$ cat config.mk
export PLATFORM = sky130hd
export DESIGN_NAME = i2c_poll_sched
export DESIGN_NICKNAME = d
export VERILOG_FILES = /design/src/rtl/i2c_poll_sched.sv
export SDC_FILE = /design/constraint.sdc
export NUM_CORES = 1
export LEC_CHECK = 0
export BUFFER_PORTS_ARGS = -buffer_cell sky130_fd_sc_hd__buf_2
export CORE_MARGIN = 2
export CORE_UTILIZATION = 55
export CTS_CLUSTER_DIAMETER = 120
export DETAILED_ROUTE_END_ITERATION = 12
export PLACE_DENSITY_LB_ADDON = 0.08
export SYNTH_ARGS = -nofsm -noshare
export SYNTH_HDL_FRONTEND = slang
export SYNTH_SLANG_ARGS = --single-unit
$ cat constraint.sdc
create_clock -name clk -period 2.98 [get_ports clk]
set_clock_uncertainty 0.2 [all_clocks]
set_input_delay 0.447 -clock clk [delete_from_list [all_inputs] [get_ports clk]]
set_output_delay 0.447 -clock clk [all_outputs]
set_load 0.03 [all_outputs]
$ cat src/rtl/i2c_poll_sched.sv
// i2c_poll_sched: shares one I2C command/start port among four periodically polled
// slots; per-slot countdown/pending/sticky state lives in i2c_poll_slot.

module i2c_poll_slot (
  input  logic        clk,
  input  logic        rst_n,
  input  logic        tick,
  input  logic        wr,
  input  logic [15:0] wdata,
  input  logic        issue_clr,
  input  logic        set_err,
  input  logic        set_to,
  output logic [6:0]  addr,
  output logic        pending,
  output logic        overrun,
  output logic        err_st,
  output logic        to_st
);
  logic       en;
  logic [7:0] period, count, wperiod;
  logic       expire;

  // A zero period behaves as one tick so an enabled slot always fires.
  assign wperiod = (wdata[14:7] == 8'd0) ? 8'd1 : wdata[14:7];
  assign expire  = en && tick && (count <= 8'd1);

  always_ff @(posedge clk or negedge rst_n) begin
    if (!rst_n) begin
      en      <= 1'b0;
      period  <= '0;
      addr    <= '0;
      count   <= '0;
      pending <= 1'b0;
      overrun <= 1'b0;
      err_st  <= 1'b0;
      to_st   <= 1'b0;
    end else if (wr) begin
      en      <= wdata[15];
      period  <= wperiod;
      addr    <= wdata[6:0];
      count   <= wperiod;
      pending <= 1'b0;
      overrun <= 1'b0;
      err_st  <= 1'b0;
      to_st   <= 1'b0;
    end else begin
      if (en && tick) count <= expire ? period : count - 8'd1;
      // A new expiry beats the issue-clear so a back-to-back request is not lost.
      if (!en)            pending <= 1'b0;
      else if (expire)    pending <= 1'b1;
      else if (issue_clr) pending <= 1'b0;
      if (expire && pending) overrun <= 1'b1;
      if (set_err) err_st <= 1'b1;
      if (set_to)  to_st  <= 1'b1;
    end
  end
endmodule

module i2c_poll_sched #(
  parameter int TICK_DIV      = 5000,
  parameter int TIMEOUT_TICKS = 100
) (
  input  logic        clk,
  input  logic        rst_n,
  input  logic [1:0]  cfg_slot,
  input  logic [15:0] cfg_wdata,
  input  logic        cfg_write,
  input  logic        i2c_busy,
  input  logic        i2c_done,
  input  logic        i2c_err,
  output logic [15:0] i2c_cmd,
  output logic        i2c_start,
  output logic        sched_active,
  output logic [1:0]  sched_slot,
  output logic [15:0] sched_status,
  output logic        res_valid,
  output logic [1:0]  res_slot,
  output logic        res_err,
  output logic        res_timeout
);
  localparam int NUM_SLOTS = 4;
  localparam int PW = (TICK_DIV > 1) ? $clog2(TICK_DIV) : 1;
  localparam int TW = $clog2(TIMEOUT_TICKS + 1) + 1;
  localparam logic [PW-1:0] PRE_MAX = PW'(TICK_DIV - 1);
  localparam logic [TW-1:0] TO_MAX  = TW'(TIMEOUT_TICKS);

  typedef enum logic [1:0] {IDLE, ISSUE, WAIT, GAP} state_t;

  state_t                    state;
  logic [PW-1:0]             pre_cnt;
  logic                      tick;
  logic [TW-1:0]             to_cnt;
  logic [1:0]                ptr, sel, idx;
  logic                      sel_vld;
  logic                      done_w, to_w;
  logic [NUM_SLOTS-1:0]      pend, ovr, errs, tos;
  logic [NUM_SLOTS-1:0]      wr_sel, clr_sel, err_set, to_set;
  logic [NUM_SLOTS-1:0][6:0] addr;

  assign tick = (pre_cnt == PRE_MAX);

  always_ff @(posedge clk or negedge rst_n) begin
    if (!rst_n)    pre_cnt <= '0;
    else if (tick) pre_cnt <= '0;
    else           pre_cnt <= pre_cnt + 1'b1;
  end

  assign done_w = (state == WAIT) && i2c_done;
  // The first tick after ISSUE only opens the window; TIMEOUT_TICKS more must follow.
  assign to_w   = (state == WAIT) && !i2c_done && tick && (to_cnt == TO_MAX);

  for (genvar i = 0; i < NUM_SLOTS; i++) begin : g_slot
    assign wr_sel[i]  = cfg_write && (cfg_slot == 2'(i));
    assign clr_sel[i] = (state == ISSUE) && (sched_slot == 2'(i));
    assign err_set[i] = done_w && i2c_err && (sched_slot == 2'(i));
    assign to_set[i]  = to_w && (sched_slot == 2'(i));

    i2c_poll_slot u_slot (
      .clk       (clk),
      .rst_n     (rst_n),
      .tick      (tick),
      .wr        (wr_sel[i]),
      .wdata     (cfg_wdata),
      .issue_clr (clr_sel[i]),
      .set_err   (err_set[i]),
      .set_to    (to_set[i]),
      .addr      (addr[i]),
      .pending   (pend[i]),
      .overrun   (ovr[i]),
      .err_st    (errs[i]),
      .to_st     (tos[i])
    );
  end

  assign sched_status = {pend, ovr, errs, tos};

  // Round-robin: first pending slot after the last one issued.
  always_comb begin
    sel     = ptr;
    sel_vld = 1'b0;
    idx     = ptr;
    for (int k = 1; k <= NUM_SLOTS; k++) begin
      idx = ptr + 2'(k);
      if (!sel_vld && pend[idx]) begin
        sel     = idx;
        sel_vld = 1'b1;
      end
    end
  end

  always_ff @(posedge clk or negedge rst_n) begin
    if (!rst_n) begin
      state        <= IDLE;
      ptr          <= 2'd3;
      to_cnt       <= '0;
      i2c_cmd      <= '0;
      i2c_start    <= 1'b0;
      sched_active <= 1'b0;
      sched_slot   <= '0;
      res_valid    <= 1'b0;
      res_slot     <= '0;
      res_err      <= 1'b0;
      res_timeout  <= 1'b0;
    end else begin
      i2c_start <= 1'b0;
      res_valid <= 1'b0;
      case (state)
        IDLE: if (sel_vld && !i2c_busy) begin
          sched_slot   <= sel;
          ptr          <= sel;
          i2c_cmd      <= {sel, 7'b0, addr[sel]};
          i2c_start    <= 1'b1;
          sched_active <= 1'b1;
          state        <= ISSUE;
        end
        ISSUE: begin
          to_cnt <= '0;
          state  <= WAIT;
        end
        WAIT: begin
          if (done_w || to_w) begin
            res_valid    <= 1'b1;
            res_slot     <= sched_slot;
            res_err      <= done_w && i2c_err;
            res_timeout  <= to_w;
            sched_active <= 1'b0;
            i2c_cmd      <= '0;
            state        <= GAP;
          end else if (tick) begin
            to_cnt <= to_cnt + 1'b1;
          end
        end
        GAP:     state <= IDLE;
        default: state <= IDLE;
      endcase
    end
  end
endmodule

==> impl_summary.log <==
INFO  metric num_io_pins = 65
INFO  metric syn-mean-instance-area = between 9 and 10 um^2
INFO  metric status = completed
INFO  metric cts_resized = 0
INFO  metric final.fill_count = 1152
INFO  metric comb_power_share = 0.179
INFO  metric ir_worst_vdd = roughly 430 uV
INFO  metric clkTransAtPathRegs = roughly 0.06 ns
INFO  metric place.gp.congestion = slightly below 0.9
INFO  metric grt_first_pass_wirelength = roughly 32000 um
INFO  metric arrival = between 2 and 3 ns
INFO  metric route.detailed.wl_per_inst = between 15 and 20 um
INFO  metric timing.critical_path.slowest_stage_cell = sky130_fd_sc_hd__or4_1
INFO  metric routed_via_density = 5.82
INFO  metric period_minus_slack = roughly 2.7 ns
INFO  metric vias_in_the_first_global_route = between 6000 and 7000
INFO  metric cts_tree = yes
INFO  metric finish.net_count = about 940
INFO  metric holdBufCountCts = 1
INFO  metric vias = 6381
INFO  metric areaGrowthSynthToFinish = 12.1%
INFO  metric synth_top_cell_by_area = sky130_fd_sc_hd__dfrtp_1
INFO  metric cells_after_synth = 865
INFO  metric synth-async-reset-ratio = 1.00
INFO  metric power_leakage = about 4.3 nW
INFO  metric place_worst_setup_slack = 0.297 ns
INFO  metric dieArea = about 15000 um^2
INFO  metric slew_headroom = 0.417
INFO  metric antenna_found_initial = 0
INFO  metric critPathMaxFanout = 22
INFO  metric postCtsSetupBuffers = 0
INFO  metric wl = slightly below 20000 um
INFO  metric power.net_switching = approximately 1.7 mW
INFO  metric holdWs = between 0.06 and 0.07 ns
INFO  metric sw_ratio = 0.295
INFO  metric final_common_cell = sky130_fd_sc_hd__nand2_1
INFO  metric root_buffer = sky130_fd_sc_hd__clkbuf_16
INFO  metric diodes = 0
INFO  metric power_per_cell_area = approximately 650 nW/um^2
INFO  metric pwr-share-seq = 0.449
INFO  metric worst_slew_pin_tran = 0.873 ns
INFO  metric grt_start_max_net_pins = 71
INFO  metric share_of_cells_above_drive_strength_1 = 0.141
INFO  metric timing.critical_path.slowest_cell_delay = 0.54 ns
INFO  metric worstSetupEndpointType = flip-flop
INFO  metric dp.final_hpwl = 13300 um
INFO  metric final.period_utilization = 0.904
INFO  metric synthesis.area = 7790 um^2
INFO  metric postRouteAntennaNets = 0
INFO  metric fp.coreArea = 13900 um^2
INFO  metric cts-htree-levels = 4
INFO  metric drc_viols = 0
INFO  metric setup_ws = between 0.2 and 0.3 ns
INFO  metric globalRoute.totalOverflow = 0
INFO  metric layout_common_cells = sky130_fd_sc_hd__nand2_1 (226), sky130_fd_sc_hd__dfrtp_1 (153), sky130_fd_sc_hd__nor2_1 (63)
INFO  metric cts_sinks = 155
INFO  metric fmax = around 370 MHz
INFO  metric synth-edff-count = 0
INFO  metric worst_setup_path_start_kind = flip-flop
INFO  metric total_of_warnings_raised_by_yosys = 0
INFO  metric report.final.hold_viol_count = 0
INFO  metric synth-seq-cells = between 150 and 200
INFO  metric floorplan.die.height = between 100 and 150 um
INFO  metric final_cell_count_without_fillers = ~1100
INFO  metric report.final.setup_viol = 0
INFO  metric initial_utilization = 0.562
INFO  metric placed_cells_incl_taps = ~1100
INFO  metric grt_setup_unrepaired = false
INFO  metric clock_buffers_created_by_tritoncts = 17
INFO  metric max-cap-violations = 0
INFO  metric power.total = ~5.7 mW
INFO  metric ys_seq_area_frac = 0.498
INFO  metric power.share.clock = 0.372
INFO  metric clockBufferDepth = 2
INFO  metric critical_path.cell_chain = ha_1 > and3b_1 > and4_1 > buf_4 > nand2_2 > or4_1 > a31oi_1
INFO  metric cell_types_occupying_the_most_area_after_synthesis = sky130_fd_sc_hd__dfrtp_1 (49%), sky130_fd_sc_hd__nand2_1 (11%), sky130_fd_sc_hd__nor2_1 (3.1%)
INFO  metric track_usage = 0.276
INFO  metric detail_route.iter0.violations = 552
INFO  metric report.final.slew_viol_count = 0
INFO  metric port-buffer-count = between 50 and 60
INFO  metric finalSetupTns = 0 ns
INFO  metric hold_path.class = in2reg
INFO  metric ys.flop_type = sky130_fd_sc_hd__dfrtp_1
INFO  metric crit_type = reg2reg
INFO  metric yosysUniqueCellTypes = roughly 70
INFO  metric worst-endpoint-required = 3.12 ns
INFO  metric number_of_search_and_repair_iterations_in_the_first_detailed_routing_pass = 4
INFO  metric die_w = around 120 um
INFO  metric power_report.internal_total = slightly above 4 mW
INFO  metric rows = 43
INFO  metric clock_latency_at_the_later_pin_of_the_worst_skew_pair = approximately 0.42 ns
INFO  metric yosysTopAreaCellShare = 0.491
==> per-stage QoR <==
step                 util  cell area, um^2
CTS                 0.630             8740
floorplan               -             7820
global placement    0.587             8150
global route        0.630             8740
detailed placement  0.587             8150
finish              0.630             8740
==> power by group through the flow <==
| stage | clock (mW) | sequential [mW] | combinational (mW) |
|---|---|---|---|
| 4_1_cts | 2.15 | 2.56 | 1.03 |
| 6_report | 2.12 | 2.56 | 1.02 |
| 3_5_place_dp | 0 | 2.59 | 1.01 |
| 5_1_grt | 2.24 | 2.59 | 1.18 |
| 2_1_floorplan | 0 | 2.56 | 0.719 |
| 3_3_place_gp | 0 | 2.58 | 0.968 |
==> registers in the layout, summed over array words and instances, names as in the netlist, 8 cells and up <==
register and count:
to_cnt 8, i2c_cmd 9, g_slot.u_slot.count 32, pre_cnt 13
g_slot.u_slot.period 32, g_slot.u_slot.addr 28
==> worst max-delay path: cells and delay by family, from the launching register on <==
family,cells,cell delay [ns]
AO/OA/AOI/OAI,1,0.17
adder cells (fa/ha/maj),1,0.27
buffers and inverters,1,0.32
flip-flops,1,0.39
AND/OR/NAND/NOR,4,1.26
==> cell families (layout without fill, tap and decap cells) <==
| kind of cell | count (synthesis) | after routing | share of synthesized area |
|---|---|---|---|
| and+or+nand+nor | 399 | 399 | 0.232 |
| AOI/OAI and AO/OA | 174 | 174 | 0.145 |
| xor gates and xnor gates | 14 | 14 | 0.0157 |
| buffers and inverters | 83 | 129 | 0.0534 |
| adders and majority gates | 15 | 15 | 0.0241 |
| other | 1 | 7 | 0.000481 |
| muxes | 24 | 24 | 0.0313 |
| DFF | 155 | 155 | 0.498 |
==> routing by layer <==
metal	vias to the layer above	share of wire	GRT usage
met5	-	0	0
met4	0	0.023	0.106
met3	33	0.045	0.0554
met2	193	0.49	0.450
met1	3126	0.44	0.366
li1	3029	-	-
==> final cells by class <==
cell class / count / area (um^2) / area share
flip-flops and latches: 155 / 3880 / 0.444
multi-input cells: 633 / 3530 / 0.404
clock buffers: 25 / 485 / 0.0556
repair buffers: 75 / 442 / 0.0505
well taps: 180 / 225 / 0.0258
clock inverters: 7 / 92.6 / 0.0106
inverters: 22 / 82.6 / 0.00945
==> Yosys cell counts, drive strengths merged (3+ instances only) <==
cell type and number:
nand2 227, dfrtp 153, nor2 65, o21ai 49
a21oi 42, buf 32, clkbuf 29, inv 22
mux2i 21, nand3 16, ha 15, nor3 14
nor4 11, and2 10, or2 10, a31oi 9
xor2 8, o221ai 7, or4 7, a2bb2oi 6
and3 6, nand4 6, o21a 6, xnor2 6
o211ai 5, o31ai 5, or3 5, a211oi 4
a22oi 4, a32oi 4, nor3b 4, o311a 4
a21o 3, mux2 3, nand2b 3, nor2b 3
o21bai 3, o22a 3, o31a 3
==> worst paths after layout <==
check | slack, ns | endpoint | start | cells after the start
setup / recovery | 0.29 | g_slot[1].u_slot.count[4]$_DFFE_PN0P_ | pre_cnt[0]$_DFF_PN0_ | 7
hold / removal | 0.06 | g_slot[1].u_slot.addr[4]$_DFFE_PN0P_ | cfg_wdata[4] | 3
setup reg to reg | 0.29 | g_slot[1].u_slot.count[4]$_DFFE_PN0P_ | pre_cnt[0]$_DFF_PN0_ | 7
hold reg to reg | 0.28 | g_slot[1].u_slot.addr[4]$_DFFE_PN0P_ | g_slot[1].u_slot.addr[4]$_DFFE_PN0P_ | 2
max in group asynchronous | 1.36 | g_slot[1].u_slot.to_st$_DFFE_PN0P_ | rst_n | 3
min in group asynchronous | 0.42 | res_timeout$_DFFE_PN0P_ | rst_n | 2
(Power assumes the default switching activity.)
